<file path="src/rtl/clk_drp_pkg.sv">
// clk_drp_pkg: clock wizard DRP register map, LOAD codes, error and state enums.
// Also holds the helpers that map a write index to its address and data.
package clk_drp_pkg;
   localparam logic [11:0] REG_CFG0    = 12'h200;
   localparam logic [11:0] REG_CLKOUT0 = 12'h208;
   localparam logic [11:0] REG_LOAD    = 12'h25C;
   localparam logic [11:0] REG_STATUS  = 12'h004;
   localparam logic [31:0] LOAD_APPLY  = 32'h7;
   localparam logic [31:0] LOAD_SEN    = 32'h2;

   typedef enum logic [1:0] {ERR_OK = 2'd0, ERR_BUS = 2'd1, ERR_TIMEOUT = 2'd2} err_e;

   typedef enum logic [2:0] {
      S_IDLE, S_WR_ADDR, S_WR_RESP, S_POLL_AR, S_POLL_R, S_POLL_GAP, S_FINISH
   } state_e;

   function automatic logic [11:0] wr_addr(input logic [1:0] idx);
      return idx == 2'd0 ? REG_CFG0 : idx == 2'd1 ? REG_CLKOUT0 : REG_LOAD;
   endfunction

   function automatic logic [31:0] wr_data(input logic [1:0] idx, input logic [7:0] mult,
                                           input logic [7:0] divclk, input logic [7:0] div0);
      return idx == 2'd0 ? {16'h0, mult, divclk} :
             idx == 2'd1 ? {24'h0, div0} :
             idx == 2'd2 ? LOAD_APPLY : LOAD_SEN;
   endfunction
endpackage

</file>
<file path="src/rtl/clk_drp_axil_xfer.sv">
// clk_drp_axil_xfer: single-beat AXI-Lite read or write engine.
// done_o is combinational on the final B/R handshake so the sequencer reacts the next cycle.
module clk_drp_axil_xfer #(
   parameter int ADDR_W = 11
) (
   input  logic              clk_i,
   input  logic              rst_ni,
   input  logic              start_i,
   input  logic              is_write_i,
   input  logic [ADDR_W-1:0] addr_i,
   input  logic [31:0]       wdata_i,
   output logic              done_o,
   output logic [1:0]        resp_o,
   output logic [31:0]       rdata_o,
   output logic [ADDR_W-1:0] awaddr_o,
   output logic              awvalid_o,
   input  logic              awready_i,
   output logic [31:0]       wdata_o,
   output logic [3:0]        wstrb_o,
   output logic              wvalid_o,
   input  logic              wready_i,
   input  logic [1:0]        bresp_i,
   input  logic              bvalid_i,
   output logic              bready_o,
   output logic [ADDR_W-1:0] araddr_o,
   output logic              arvalid_o,
   input  logic              arready_i,
   input  logic [31:0]       rdata_i,
   input  logic [1:0]        rresp_i,
   input  logic              rvalid_i,
   output logic              rready_o
);
   logic [ADDR_W-1:0] addr_q;
   logic [31:0]       wdata_q;
   logic              aw_q, w_q, b_q, ar_q, r_q;
   logic              wr_fin;

   // AW and W retire independently; B opens once neither is still pending
   assign wr_fin = (aw_q || w_q) && (!aw_q || awready_i) && (!w_q || wready_i);

   always_ff @(posedge clk_i or negedge rst_ni) begin
      if (!rst_ni) begin
         addr_q  <= '0;
         wdata_q <= '0;
         aw_q    <= 1'b0;
         w_q     <= 1'b0;
         b_q     <= 1'b0;
         ar_q    <= 1'b0;
         r_q     <= 1'b0;
      end else begin
         if (start_i) begin
            addr_q  <= addr_i;
            wdata_q <= wdata_i;
            aw_q    <= is_write_i;
            w_q     <= is_write_i;
            ar_q    <= !is_write_i;
         end
         if (aw_q && awready_i) aw_q <= 1'b0;
         if (w_q && wready_i) w_q <= 1'b0;
         if (wr_fin) b_q <= 1'b1;
         if (b_q && bvalid_i) b_q <= 1'b0;
         if (ar_q && arready_i) begin
            ar_q <= 1'b0;
            r_q  <= 1'b1;
         end
         if (r_q && rvalid_i) r_q <= 1'b0;
      end
   end

   assign done_o    = (b_q && bvalid_i) || (r_q && rvalid_i);
   assign resp_o    = b_q ? bresp_i : rresp_i;
   assign rdata_o   = rdata_i;
   assign awaddr_o  = addr_q;
   assign araddr_o  = addr_q;
   assign wdata_o   = wdata_q;
   assign wstrb_o   = 4'hF;
   assign awvalid_o = aw_q;
   assign wvalid_o  = w_q;
   assign bready_o  = b_q;
   assign arvalid_o = ar_q;
   assign rready_o  = r_q;
endmodule

</file>
<file path="src/rtl/clk_drp_prog.sv">
// clk_drp_prog: reprograms the clock wizard over AXI-Lite (CFG0, CLKOUT0, LOAD x2)
// and then polls the status register for lock with a saturating timeout.
module clk_drp_prog
   import clk_drp_pkg::*;
#(
   parameter int POLL_GAP     = 16,
   parameter int LOCK_TIMEOUT = 100000,
   parameter int ADDR_W       = 11
) (
   input  logic              m_axi_aclk,
   input  logic              m_axi_aresetn,
   input  logic              req_valid,
   output logic              req_ready,
   input  logic [7:0]        req_mult,
   input  logic [7:0]        req_divclk,
   input  logic [7:0]        req_div0,
   output logic              busy,
   output logic              done,
   output logic [1:0]        err,
   output logic [ADDR_W-1:0] m_axi_awaddr,
   output logic              m_axi_awvalid,
   input  logic              m_axi_awready,
   output logic [31:0]       m_axi_wdata,
   output logic [3:0]        m_axi_wstrb,
   output logic              m_axi_wvalid,
   input  logic              m_axi_wready,
   input  logic [1:0]        m_axi_bresp,
   input  logic              m_axi_bvalid,
   output logic              m_axi_bready,
   output logic [ADDR_W-1:0] m_axi_araddr,
   output logic              m_axi_arvalid,
   input  logic              m_axi_arready,
   input  logic [31:0]       m_axi_rdata,
   input  logic [1:0]        m_axi_rresp,
   input  logic              m_axi_rvalid,
   output logic              m_axi_rready
);
   localparam int TW = $clog2(LOCK_TIMEOUT + 1);
   localparam int GW = $clog2(POLL_GAP + 1);

   state_e            state_q;
   err_e              err_q;
   logic [1:0]        idx_q;
   logic [7:0]        mult_q, divclk_q, div0_q;
   logic [TW-1:0]     tmo_q;
   logic [GW-1:0]     gap_q;
   logic              start_q, ready_q, busy_q, done_q;
   logic              x_done, tmo_hit, polling;
   logic [1:0]        x_resp;
   logic [31:0]       x_rdata;
   logic [ADDR_W-1:0] x_addr;
   logic              unused_rdata;

   assign tmo_hit      = tmo_q == TW'(LOCK_TIMEOUT);
   assign polling      = state_q == S_POLL_AR || state_q == S_POLL_R || state_q == S_POLL_GAP;
   assign x_addr       = ADDR_W'(state_q == S_POLL_AR ? REG_STATUS : wr_addr(idx_q));
   assign unused_rdata = ^x_rdata[31:1];

   always_ff @(posedge m_axi_aclk or negedge m_axi_aresetn) begin
      if (!m_axi_aresetn) begin
         state_q  <= S_IDLE;
         err_q    <= ERR_OK;
         idx_q    <= '0;
         mult_q   <= '0;
         divclk_q <= '0;
         div0_q   <= '0;
         tmo_q    <= '0;
         gap_q    <= '0;
         start_q  <= 1'b0;
         ready_q  <= 1'b0;
         busy_q   <= 1'b0;
         done_q   <= 1'b0;
      end else begin
         start_q <= 1'b0;
         done_q  <= 1'b0;
         if (polling && !tmo_hit) tmo_q <= tmo_q + 1'b1;
         case (state_q)
            S_IDLE: begin
               ready_q <= !(req_valid && ready_q);
               if (req_valid && ready_q) begin
                  mult_q   <= req_mult;
                  divclk_q <= req_divclk;
                  div0_q   <= req_div0;
                  idx_q    <= '0;
                  err_q    <= ERR_OK;
                  busy_q   <= 1'b1;
                  start_q  <= 1'b1;
                  state_q  <= S_WR_ADDR;
               end
            end
            S_WR_ADDR: state_q <= S_WR_RESP;
            S_WR_RESP: if (x_done) begin
               if (x_resp != 2'b00) begin
                  err_q   <= ERR_BUS;
                  done_q  <= 1'b1;
                  busy_q  <= 1'b0;
                  state_q <= S_FINISH;
               end else begin
                  start_q <= 1'b1;
                  idx_q   <= idx_q + 1'b1;
                  tmo_q   <= '0;
                  state_q <= idx_q == 2'd3 ? S_POLL_AR : S_WR_ADDR;
               end
            end
            S_POLL_AR: state_q <= S_POLL_R;
            // a lock seen on the read that coincides with the timeout still wins
            S_POLL_R: if (x_done) begin
               if (x_resp != 2'b00 || x_rdata[0] || tmo_hit) begin
                  err_q   <= x_resp != 2'b00 ? ERR_BUS : x_rdata[0] ? ERR_OK : ERR_TIMEOUT;
                  done_q  <= 1'b1;
                  busy_q  <= 1'b0;
                  state_q <= S_FINISH;
               end else begin
                  gap_q   <= '0;
                  state_q <= S_POLL_GAP;
               end
            end
            S_POLL_GAP: begin
               gap_q <= gap_q + 1'b1;
               if (tmo_hit) begin
                  err_q   <= ERR_TIMEOUT;
                  done_q  <= 1'b1;
                  busy_q  <= 1'b0;
                  state_q <= S_FINISH;
               end else if (gap_q == GW'(POLL_GAP - 1)) begin
                  start_q <= 1'b1;
                  state_q <= S_POLL_AR;
               end
            end
            S_FINISH: begin
               ready_q <= 1'b1;
               state_q <= S_IDLE;
            end
            default: state_q <= S_IDLE;
         endcase
      end
   end

   assign req_ready = ready_q;
   assign busy      = busy_q;
   assign done      = done_q;
   assign err       = err_q;

   clk_drp_axil_xfer #(.ADDR_W(ADDR_W)) u_xfer (
      .clk_i     (m_axi_aclk),
      .rst_ni    (m_axi_aresetn),
      .start_i   (start_q),
      .is_write_i(state_q == S_WR_ADDR),
      .addr_i    (x_addr),
      .wdata_i   (wr_data(idx_q, mult_q, divclk_q, div0_q)),
      .done_o    (x_done),
      .resp_o    (x_resp),
      .rdata_o   (x_rdata),
      .awaddr_o  (m_axi_awaddr),
      .awvalid_o (m_axi_awvalid),
      .awready_i (m_axi_awready),
      .wdata_o   (m_axi_wdata),
      .wstrb_o   (m_axi_wstrb),
      .wvalid_o  (m_axi_wvalid),
      .wready_i  (m_axi_wready),
      .bresp_i   (m_axi_bresp),
      .bvalid_i  (m_axi_bvalid),
      .bready_o  (m_axi_bready),
      .araddr_o  (m_axi_araddr),
      .arvalid_o (m_axi_arvalid),
      .arready_i (m_axi_arready),
      .rdata_i   (m_axi_rdata),
      .rresp_i   (m_axi_rresp),
      .rvalid_i  (m_axi_rvalid),
      .rready_o  (m_axi_rready)
   );
endmodule
</file>
<file path="config.mk">
export PLATFORM = sky130hd
export DESIGN_NAME = clk_drp_prog
export DESIGN_NICKNAME = d
export VERILOG_FILES = /design/src/rtl/clk_drp_pkg.sv /design/src/rtl/clk_drp_axil_xfer.sv /design/src/rtl/clk_drp_prog.sv
export SDC_FILE = /design/constraint.sdc
export NUM_CORES = 1
export LEC_CHECK = 0
export CORE_UTILIZATION = 45
export CTS_BUF_LIST = sky130_fd_sc_hd__clkbuf_16
export DETAILED_ROUTE_END_ITERATION = 10
export GPL_TIMING_DRIVEN = 0
export PLACE_DENSITY = 0.77
export SLEW_MARGIN = 20
export SYNTH_ARGS = -nofsm -noshare
export SYNTH_HDL_FRONTEND = slang
export SYNTH_HIERARCHICAL = 1
export SYNTH_SLANG_ARGS = --single-unit
</file>
<file path="constraint.sdc">
create_clock -name m_axi_aclk -period 2.05 [get_ports m_axi_aclk]
set_clock_uncertainty 0.15 [all_clocks]
set_input_delay 0.41 -clock m_axi_aclk [delete_from_list [all_inputs] [get_ports m_axi_aclk]]
set_output_delay 0.41 -clock m_axi_aclk [all_outputs]
set_load 0.01 [all_outputs]
</file>
Yosys cells after proc, flatten, opt, wreduce, memory -nomap -nowiden
Index checks and enable logic that the tools add are counted.

Logic and storage cells: 145. Input bits: 68. Register bits after elaboration: 105. Output and inout port bits: 68.

Add/sub/neg operators: 3. Reductions and logical operators: 39. Multiplexer cells: 64. Eq/ne operators: 20.

Operators by type and width (count): 17-bit 2-to-1 mux (4); 2-bit 2-to-1 mux (13); 1-bit 2-to-1 mux (25); 3-bit 2-to-1 mux (7); 3-bit case mux with 6 select lines (1); 2-bit nonzero test (9); 17-bit by 1-bit adder with 17-bit output, second input constant (1); 17-bit equality test, second input constant (1); 16-bit 2-to-1 mux (1); 7-bit 2-to-1 mux (2); 10-bit 2-to-1 mux (1); 5-bit 2-to-1 mux (2); 2-bit != test, second input constant (5); 5-bit case mux with 2 select lines (1); 3-bit equality test, second input constant (3); 1-bit logical AND (9); 1-bit logical OR (8); 8-bit 2-to-1 mux (1); 2-bit case mux with 4 select lines (1); 4-bit AND reduction (2); 7-bit AND reduction (1); 3-bit by 2-bit equality test with 1-bit output, second input constant (2); 2-bit by 1-bit != test with 1-bit output, second input constant (3); 1-bit case mux with 3 select lines (2); 16 further kinds (21).

Logic depth before layout (Yosys ltp)
Gate-level depths: netlist of the first run.

Word-level depth: 8. Mapped depth: 8. Mapped depth without buffers: 7.

Hierarchy
Netlist of the first run, hierarchy kept.

Modules (own cells, without submodules): clk_drp_prog (seq. area each 1426.4 µm², cells each 288, times used 1, area an instance 3078.0 µm²); clk_drp_axil_xfer (seq. area each 1201.2 µm², cells each 161, times used 1, area an instance 2278.4 µm²).

Least setup slack after synthesis of the first run
OpenSTA, ideal clock, no wires.

Kind: register to register. From: reg u_xfer.b_q, in the netlist u_xfer/bready_o. To: reg err_q[0], in the netlist err[0]. Path buffers: 0. Data required time: 1.775 ns. Data arrival time: 1.842 ns. Slack: -0.067 ns. Cell stages (with the launch flop): 7. Period minus slack after synthesis: 2.117 ns. Library setup time: 0.125 ns. Path through: dfrtp_1 mux2_2 nor3_1 nor2_1 nor2_1 a2111oi_4 mux2_4.

Word-level cells in the longest chain between the ends: 6. Elaborated cells between the ends (all ways): 15. Classes of those cells: eq/ne: 4; mux: 5; reduce/logical: 6.

Ends and longest elaborated chain: from (decl) (line clk_drp_axil_xfer.sv:35) `logic aw_q, w_q, b_q, ar_q, r_q;`; from (signal assigned) (line clk_drp_axil_xfer.sv:47) `b_q <= 1'b0;`; from (signal assigned) (line clk_drp_axil_xfer.sv:60) `if (wr_fin) b_q <= 1'b1;`; from (signal assigned) (line clk_drp_axil_xfer.sv:61) `if (b_q && bvalid_i) b_q <= 1'b0;`; 2-bit 2-to-1 mux (*) (line clk_drp_axil_xfer.sv:71) `assign resp_o = b_q ? bresp_i : rresp_i;`; via x_resp[1] (line clk_drp_prog.sv:49) `logic [1:0] x_resp;`; 2-bit nonzero test (*) (line clk_drp_prog.sv:93, clk_drp_prog.sv:108, clk_drp_prog.sv:109); 2-bit 2-to-1 mux / 1-bit logical OR (equally long branches) (line clk_drp_prog.sv:109, clk_drp_prog.sv:108); 2-bit 2-to-1 mux / 1-bit logical OR (equally long branches) (line clk_drp_prog.sv:108) `if (x_resp != 2'b00 || x_rdata[0] || tmo_hit) begin`; 2-bit 2-to-1 mux / 2-bit by 1-bit != test with 1-bit output (equally long branches); 2-bit case mux with 4 select lines / 7-bit AND reduction (equally long branches); to (signal assigned) (line clk_drp_prog.sv:109) `err_q <= x_resp != 2'b00 ? ERR_BUS : x_rdata[0] ? ERR_OK : ERR_TIMEOUT;`; to (decl) (line clk_drp_prog.sv:42) `err_e err_q;`.

The timed path passes the listed nets; every way through them passes the cells marked *. The select of a mux whose other input is x is not followed. A chain may end at the register's enable or synchronous reset.

Worst setup path in the final report of the first run
From: reg tmo_q[0]. To: reg gap_q[0].

Word-level cells in the longest chain between the ends: 4.

Ends and longest elaborated chain: from (decl) (line clk_drp_prog.sv:45) `logic [TW-1:0] tmo_q;`; from (signal assigned) (line clk_drp_prog.sv:76) `if (polling && !tmo_hit) tmo_q <= tmo_q + 1'b1;`; 17-bit equality test (line clk_drp_prog.sv:54) `assign tmo_hit = tmo_q == TW'(LOCK_TIMEOUT);`; 1-bit logical OR (line clk_drp_prog.sv:108); 2-bit != test (no line); 3-bit AND reduction (no line); to (signal assigned) (line clk_drp_prog.sv:119) `gap_q <= gap_q + 1'b1;`; to (decl) (line clk_drp_prog.sv:46) `logic [GW-1:0] gap_q;`.

Every way passes these cells.

==> results of run 1 <==
==> state kept, by name, summed over array words and instances, names as in the netlist, 2 cells and up <==
name,count
gap_q,5
tmo_q,17
err,2
state_q,3
div0_q,8
mult_q,8
u_xfer/wdata_o,32
divclk_q,8
u_xfer/araddr_o,11
idx_q,2
==> final cells by class <==
class	count	area (sq um)
flip-flops and latches	105	2631
multi-input cells	294	2431
repair buffers	117	1155
clock buffers	9	225.2
clock inverters	7	63.81
inverters	9	33.78
plain buffers	33	247.7
fillers	844	4020
well taps	140	175.2
==> where the power goes <==
| part | total, mW | switching (mW) | leakage, nW | internal [mW] |
|---|---|---|---|---|
| Combinational | 4.81 | 1.99 | 1.58 | 2.81 |
| Clock | 1.67 | 0.822 | 0.135 | 0.848 |
| Sequential | 3.55 | 0.600 | 1.30 | 2.95 |
==> worst reg2reg max path, stage by stage (launching register included) <==
cell and delay (ns):
dfrtp_1 0.39, inv_2 0.07, ha_4 0.15, and4bb_2 0.24
and4_1 0.16, buf_6 0.15, nor3b_4 0.23, o22ai_2 0.12
mux2_4 0.28
==> final timing paths <==
path                                           end  slack, ns  cells after the start
max in group asynchronous        u_xfer/wdata_o[3]       0.74                      3
min in group asynchronous       u_xfer/araddr_o[7]       0.34                      2
worst min-delay path               u_xfer/rready_o       0.24                      2
worst max-delay path                      gap_q[0]      -0.02                      8
worst min register to register           mult_q[0]       0.33                      1
worst max register to register            gap_q[0]      -0.02                      8
==> layer usage <==
metal  global-route usage  part of all wire  up-vias
li1                     -                 -     1742
met1               0.2635              0.43     1895
met2               0.3486              0.51      133
met3              0.04423             0.046       18
met4              0.04344             0.016        0
met5                    0                 0        -
==> timing repair <==
action,CTS,global route
hold buffers,1,0
gates resized for setup,18,23
buffers inserted,9,7
endpoints found under the setup margin,43,26
endpoints found under the hold margin,29,0
pin swaps,7,7
==> per-stage QoR <==
step,utilization,power [mW],setup WS [ns],hold WS [ns],std cells
6_report,0.6340,10.03,-0.01849,0.2391,714
3_3_place_gp,0.5815,7.831,-3.480,0.3114,681
4_1_cts,0.6220,9.930,0.001004,0.2334,707
3_5_place_dp,0.5841,8.041,-0.6161,0.1551,682
5_1_grt,0.6340,10.59,-0.08445,0.2565,714
2_1_floorplan,-,6.181,0.003883,-0.03559,442
==> placed cells by master, fill, tap and decap left out, types with 5 or more instances in the layout <==
cell	instances
a21oi_1	14
a22o_1	7
and2_1	9
buf_2	5
buf_4	32
buf_6	9
clkbuf_16	9
clkdlybuf4s50_1	96
conb_1	26
dfrtp_1	102
ha_1	7
inv_1	6
mux2_1	16
mux2_2	33
mux2_4	22
nand2_1	15
nand3_1	10
nand4_1	8
nor2_1	25
nor2b_1	10
nor3_1	6
o21ai_0	10
xnor2_1	7
xor2_1	6
==> run metrics, run 1 <==
status finished, violations left; violated checks negative setup slack; DRC errors left 0; Cell Rows 38; crit-path max cell delay 0.39 ns; worst path arrival time 2.14 ns; final count of negative-setup-slack endpoints 3; drt total wl 11.78 mm; worst path cell trace inv_2 > ha_4 > and4bb_2 > and4_1 > buf_6 > nor3b_4 > o22ai_2 > mux2_4; CTS tree done; Peak Freq 0.4834 GHz; share of layout cells above drive strength 1 0.2718; Root Buffer clkbuf_16; crit path launch type flop; IO buf count 99; setup TNS -0.02814 ns; Initial Util 0.4665; worst-margin pin slew 0.5139 ns; DIE WIDTH 108.7 um; clock slew seen by the registers of the worst setup and hold paths 0.08 ns; CP Capture Type flop; pin count of the biggest net entering global routing 77; Clock Latency Late Sink 0.34 ns; syn avg cell area 12.26 sq um; critical path class reg -> reg; Core Region 10980 sq um; Max-cap violations 0; post-route antenna net violation count 0; Via-to-Cell Ratio 5.305; post-place instance area 6415 sq um; maximum clock path buffer count 2; vias in the first global route 3768; DRT Pass-1 Iters 4; hold crit path type in -> reg; PwrDens 1440 nW/um^2; routed via count 3788; Ys Warns 6; Synth Cell Area 5124 sq um; initial antenna violation count 0; area delta synth->final 35.90%; Bufs and invs on worst path 2; Tcrit/Tclk final 1.009; number of diodes 0; slowest stage cell on the critical path dfrtp_1; Slew Limit Fails 0; final net count 645; Starting DRT DRC Count 223; beginning of the critical path tmo_q[0]; Max VDD drop 852.8 uV; htree depth 3; Final Hold Fails 0; Reg2Reg Launch Point tmo_q[0]; design area 6963 sq um; gr ovfl total 0; Worst Slack Setup Final -0.01849 ns; Hold Path Origin m_axi_rvalid; crit path time final 2.068 ns; Die Y 108.7 um; routed len/inst 16.49 um; Routability Congestion 0.8506; LEAKAGE 3.015 nW; highest net fanout along the worst path 8; overall routing resource usage 0.2032; die area 11820 sq um; CTS buffer count 9; post-DP HPWL 7.974 mm; I/O pin count 136; first-pass GRT wire length 18.57 mm; CP required 2.13 ns; CTS Sinks 105; Slew headroom 0.6567; RSZ-0062 raised after global routing yes; CP top delay family simple AND/OR/NAND/NOR gates; Post-Syn Instances 418
Power figures use the tool's default switching activity.
==> run 2, diff against run 1 <==
CORE_MARGIN = 2   (was unset)
RECOVER_POWER = 100   (was unset)
==> run metrics, run 2 (same netlist as run 1, synthesis figures left out) <==
worst-margin pin slew 1.188 ns (+0.6742 ns); design area 6838 sq um (-1.8%); violated checks negative setup slack; commonest non-fill, non-tap cell in the layout dfrtp_1; Final Hold Fails 0 (unchanged); PwrDens 1412 nW/um^2 (-2.0%); Worst Slack Setup Final -0.09465 ns (-0.07616 ns); Peak Freq 0.4663 GHz (-3.6%); Initial Util 0.4665 (unchanged); hold crit path type reg -> reg; DIE WIDTH 110.7 um (+1.8%); area delta synth->final 33.46%; Core Region 10980 sq um (unchanged); DRT Pass-1 Iters 4 (unchanged); RSZ-0062 raised after global routing yes; worst path cell trace inv_2 > ha_2 > and4bb_2 > nand4_4 > a2111oi_4 > mux2_4; Slew Limit Fails 0 (unchanged); crit-path max cell delay 0.51 ns (+0.12 ns); critical path class reg -> reg; CP top delay family compound AO/OA/AOI/OAI gates; Slew headroom 0.2080 (-0.4488); post-route antenna net violation count 0 (unchanged); CP Capture Type flop; clock slew seen by the registers of the worst setup and hold paths 0.06 ns (-0.02 ns); routed len/inst 16.03 um (-2.8%); Starting DRT DRC Count 208 (-6.7%); Hold Path Stages 1 (-1); post-DP HPWL 8.160 mm (+2.3%); Hold EP mult_q[0]; CTS Sinks 105 (unchanged); number of diodes 0 (unchanged); pin count of the biggest net entering global routing 61 (-21%); max reg flops 32 (unchanged); LEAKAGE 2.995 nW (-0.64%); highest net fanout along the worst path 3 (-5); htree depth 3 (unchanged); Die Y 110.7 um (+1.8%); die area 12260 sq um (+3.7%); Tcrit/Tclk final 1.046 (+0.03715); IO buf count 99 (unchanged); CP required 2.13 ns (about the same); Hold Path Origin mult_q[0]; share of layout cells above drive strength 1 0.2425 (-0.02925); post-place instance area 6415 sq um (unchanged); crit path time final 2.145 ns (+0.07616 ns); initial antenna violation count 0 (unchanged); Max-cap violations 0 (unchanged); Reg2Reg Launch Point tmo_q[1]; routed via count 3689 (-2.6%); Reg2Reg Depth 6 (-2); crit path launch type flop; I/O pin count 136 (unchanged); Routability Congestion 0.8812 (+3.6%); fin cells 709 (-0.70%); worst path arrival time 2.23 ns (+0.09 ns); Cell Rows 38 (unchanged); maximum clock path buffer count 2 (unchanged); final net count 641 (-0.62%); DRC errors left 0 (unchanged); status finished, violations left; Clock Latency Late Sink 0.35 ns (about the same); CTS buffer count 9 (unchanged); overall routing resource usage 0.1913 (-0.01185); slowest stage cell on the critical path a2111oi_4; most frequent cells in the layout 103 x dfrtp_1, 51 x clkdlybuf4s50_1, 48 x dlygate4sd3_1, 34 x mux2_2, 28 x buf_4; gr ovfl total 0 (unchanged); Bufs and invs on worst path 1 (-1); vias in the first global route 3811 (+1.1%); Root Buffer clkbuf_16; CTS tree done; Reg-to-Reg End err[0]; drt total wl 11.37 mm (-3.5%); r2r setup slk -0.09 ns (-0.08 ns); Max VDD drop 917.8 uV (+7.6%); final count of negative-setup-slack endpoints 12 (+9); Cells after DPL 682 (unchanged); first-pass GRT wire length 19.01 mm (+2.4%); Via-to-Cell Ratio 5.203 (-1.9%)
-- run 2: cell types whose count changed in the layout (fill, tap and decap cells not counted), moves of 5 or more --
cell,before,now
dlygate4sd3_1,1,48
clkdlybuf4s50_1,96,51
and2_1,9,3
and2_0,0,6
buf_6,9,4
-- run 2: how the worst max path moves through the flow --
stage	startpoint	end	slack, ns	cells past startpoint
finish	tmo_q[1]	err[0]	-0.09	6
global route	tmo_q[1]	err[1]	-0.13	6
CTS	state_q[0]	divclk_q[4]	-0.01	5
detailed placement	m_axi_rvalid	err[0]	-0.62	8
global placement	m_axi_aresetn	u_xfer/araddr_o[10]	-3.49	1
floorplan	u_xfer/bready_o	err[0]	0.004	7
-- run 2: per-layer routing --
| layer | global-route usage | part of all wire | wire length (um) | vias to the layer above |
|---|---|---|---|---|
| li1 | - | - | - | 1739 |
| met1 | 0.2403 | 0.42 | 4795 | 1838 |
| met2 | 0.3288 | 0.51 | 5832 | 100 |
| met3 | 0.04429 | 0.051 | 576 | 12 |
| met4 | 0.05917 | 0.014 | 163 | 0 |
| met5 | 0 | 0 | 0 | - |
-- run 2: what timing repair did --
item,in CTS,in global routing
setup endpoints to repair,40,41
setup buffers,10,2
hold buffers,1,0
resized for setup,15,17
pin swaps,5,4
hold endpoints to repair,45,0
-- run 2: metrics by stage --
stage	total power, mW	util	hold WS [ns]	setup TNS, ns	worst slack, ns
floorplan	6.181	-	-0.03559	0	0.003883
global placement	7.831	0.5815	0.3116	-380.01	-3.495
detailed placement	8.053	0.5841	0.2226	-15.33	-0.6202
CTS	9.909	0.6206	0.3365	-0.01480	-0.01150
global route	10.27	0.6226	0.3598	-4.388	-0.1261
finish	9.655	0.6226	0.3348	-0.2768	-0.09465
-- run 2: power breakdown --
| group | internal [mW] | switching, mW | leakage (nW) | total [mW] |
|---|---|---|---|---|
| logic | 2.57 | 1.93 | 1.55 | 4.50 |
| registers | 2.95 | 0.570 | 1.30 | 3.52 |
| clock network | 0.923 | 0.714 | 0.141 | 1.64 |
-- run 2: cell type report --
cell class                 count  area, sq um
multi-input combinational    294         2366
inverter                       9        33.78
tap                          140        175.2
buffer                        33        239.0
clock inverter                 6        51.30
fill                         892         4145
timing repair buffer         113         1117
clock buffer                   9        225.2
sequential                   105         2630
-- run 2: worst register-to-register path, cell delays in order (launching register included) --
cell and delay [ns]:
dfrtp_1 0.40, inv_2 0.08, ha_2 0.16, and4bb_2 0.26, nand4_4 0.14, a2111oi_4 0.52, mux2_4 0.34
==> run 3, diff against run 2 <==
ABC_AREA = 0   (was unset)
CORE_UTILIZATION = 50   (was 45)
PLACE_DENSITY = 0.81   (was 0.77)
clock period = 2 ns   (was 2.05 ns; I/O delays follow)
==> run metrics, run 3 (same netlist as run 1, synthesis figures left out) <==
I/O pin count 136 (unchanged); routed via count 3931 (+6.6%); post-DP HPWL 8.078 mm (-1.0%); PwrDens 1509 nW/um^2 (+6.9%); vias in the first global route 4052 (+6.3%); Max VDD drop 739.4 uV (-19%); most frequent cells in the layout 101 x dfrtp_1, 92 x clkdlybuf4s50_1, 44 x buf_4, 33 x mux2_2, 26 x conb_1; Worst Slack Setup Final -0.1382 ns (-0.04354 ns); number of diodes 0 (unchanged); CTS tree done; met2 wire len 7.029 mm (+21%); CP required 2.07 ns (-0.06 ns); Core Region 9864 sq um (-10%); Max-cap violations 0 (unchanged); fin cells 722 (+1.8%); highest net fanout along the worst path 3 (unchanged); drt total wl 13.26 mm (+17%); Cells after DPL 675 (-1.0%); share of layout cells above drive strength 1 0.3005 (+0.05798); CP Capture Type flop; pin count of the biggest net entering global routing 59 (-3.3%); DRT Pass-1 Iters 4 (unchanged); Die Y 105.2 um (-4.9%); Final Hold Fails 0 (unchanged); CTS Sinks 105 (unchanged); final net count 660 (+3.0%); Peak Freq 0.4677 GHz (+0.30%); crit path time final 2.138 ns (-0.006455 ns); initial antenna violation count 0 (unchanged); met3 wire length 611 um (+6.1%); Tcrit/Tclk final 1.069 (+0.02293); violated checks negative setup slack; r2r setup slk -0.14 ns (-0.04 ns); setup TNS -0.5203 ns (-0.2435 ns); Clock Latency Late Sink 0.34 ns (about the same); crit path launch type flop; uppermost routed layer met4; Root Buffer clkbuf_16; routed len/inst 18.37 um (+15%); Initial Util 0.5194 (+0.05290); post-route antenna net violation count 0 (unchanged); max reg flops 32 (unchanged); LEAKAGE 3.115 nW (+4.0%); gr ovfl total 0 (unchanged); clock slew seen by the registers of the worst setup and hold paths 0.07 ns (about the same); final count of negative-setup-slack endpoints 16 (+4); wl on met1 5.310 mm (+11%); htree depth 3 (unchanged); die area 11070 sq um (-9.6%); first-pass GRT wire length 20.34 mm (+7.0%); Via-to-Cell Ratio 5.445 (+4.6%); critical path class reg -> reg; Slew Limit Fails 0 (unchanged); Starting DRT DRC Count 212 (+1.9%); commonest non-fill, non-tap cell in the layout dfrtp_1; Slew headroom 0.5976 (+0.3896); overall routing resource usage 0.2306 (+0.03930); worst-margin pin slew 0.6036 ns (-0.5844 ns); hold crit path type in -> reg; area delta synth->final 38.83%; RSZ-0062 raised after global routing yes; DRC errors left 0 (unchanged); maximum clock path buffer count 2 (unchanged); status finished, violations left; Final Core Density 0.7211 (+0.09850); worst path arrival time 2.21 ns (-0.02 ns); DIE WIDTH 105.2 um (-4.9%); CTS buffer count 9 (unchanged); IO buf count 99 (unchanged); Cell Rows 36 (-5.3%); Routability Congestion 0.8180 (-7.2%)
[run 3: final cells by class]
cell class | count | area [sq um]
Clock inverter | 7 | 61.31
Inverter | 9 | 33.78
Tap cell | 133 | 166.4
Buffer | 33 | 256.5
Timing Repair Buffer | 132 | 1308
Multi-Input combinational cell | 294 | 2430
Clock buffer | 9 | 225.2
Fill cell | 641 | 2751
Sequential cell | 105 | 2633
[run 3: critical path, stage by stage, from the launching register on]
cell and delay (ns):
dfrtp_1 0.40, inv_2 0.10, ha_4 0.13, and4bb_1 0.26
nand4_4 0.15, a2111oi_4 0.31, buf_4 0.20, mux2_4 0.31
[run 3: power by group]
part | total [mW] | switching (mW) | leakage (nW) | internal (mW)
Combinational | 5.36 | 2.24 | 1.68 | 3.12
Sequential | 3.66 | 0.633 | 1.30 | 3.03
Clock | 1.72 | 0.848 | 0.141 | 0.871
Total | 10.7 | 3.72 | 3.12 | 7.01
[run 3: worst paths after layout]
path                          startpoint               to  cells after the start
max                             tmo_q[1]           err[1]                      7
min                         m_axi_rvalid  u_xfer/rready_o                      2
max reg2reg                     tmo_q[1]           err[1]                      7
min reg2reg                    mult_q[0]        mult_q[0]                      1
max in group asynchronous  m_axi_aresetn         tmo_q[4]                      3
min in group asynchronous  m_axi_aresetn        div0_q[4]                      2
[run 3: metrics by stage]
stage | worst slack (ns) | total power [mW] | cell area (sq um) | hold WS, ns
after floorplan | 0.007136 | 6.329 | 5221 | -0.04559
after global placement | -3.840 | 8.021 | 6379 | 0.3102
after detailed placement | -0.6007 | 8.222 | 6407 | 0.2561
after CTS | -0.02651 | 10.32 | 6908 | 0.2564
after global routing | -0.1844 | 11.30 | 7113 | 0.2661
final | -0.1382 | 10.73 | 7113 | 0.2524
[run 3: layer usage]
| metal | vias to the layer above | GRT usage |
|---|---|---|
| met1 | 1995 | 0.2858 |
| li1 | 1778 | - |
| met3 | 24 | 0.03711 |
| met2 | 134 | 0.4143 |
| met4 | 0 | 0.06667 |
| met5 | - | 0 |
[run 3: repair_timing]
item,in CTS,in global routing
pin swaps,10,10
hold endpoints to repair,57,0
resized for setup,29,26
buffers inserted,19,11
endpoints found under the setup margin,43,54
hold buffers,1,0
cloned,0,2
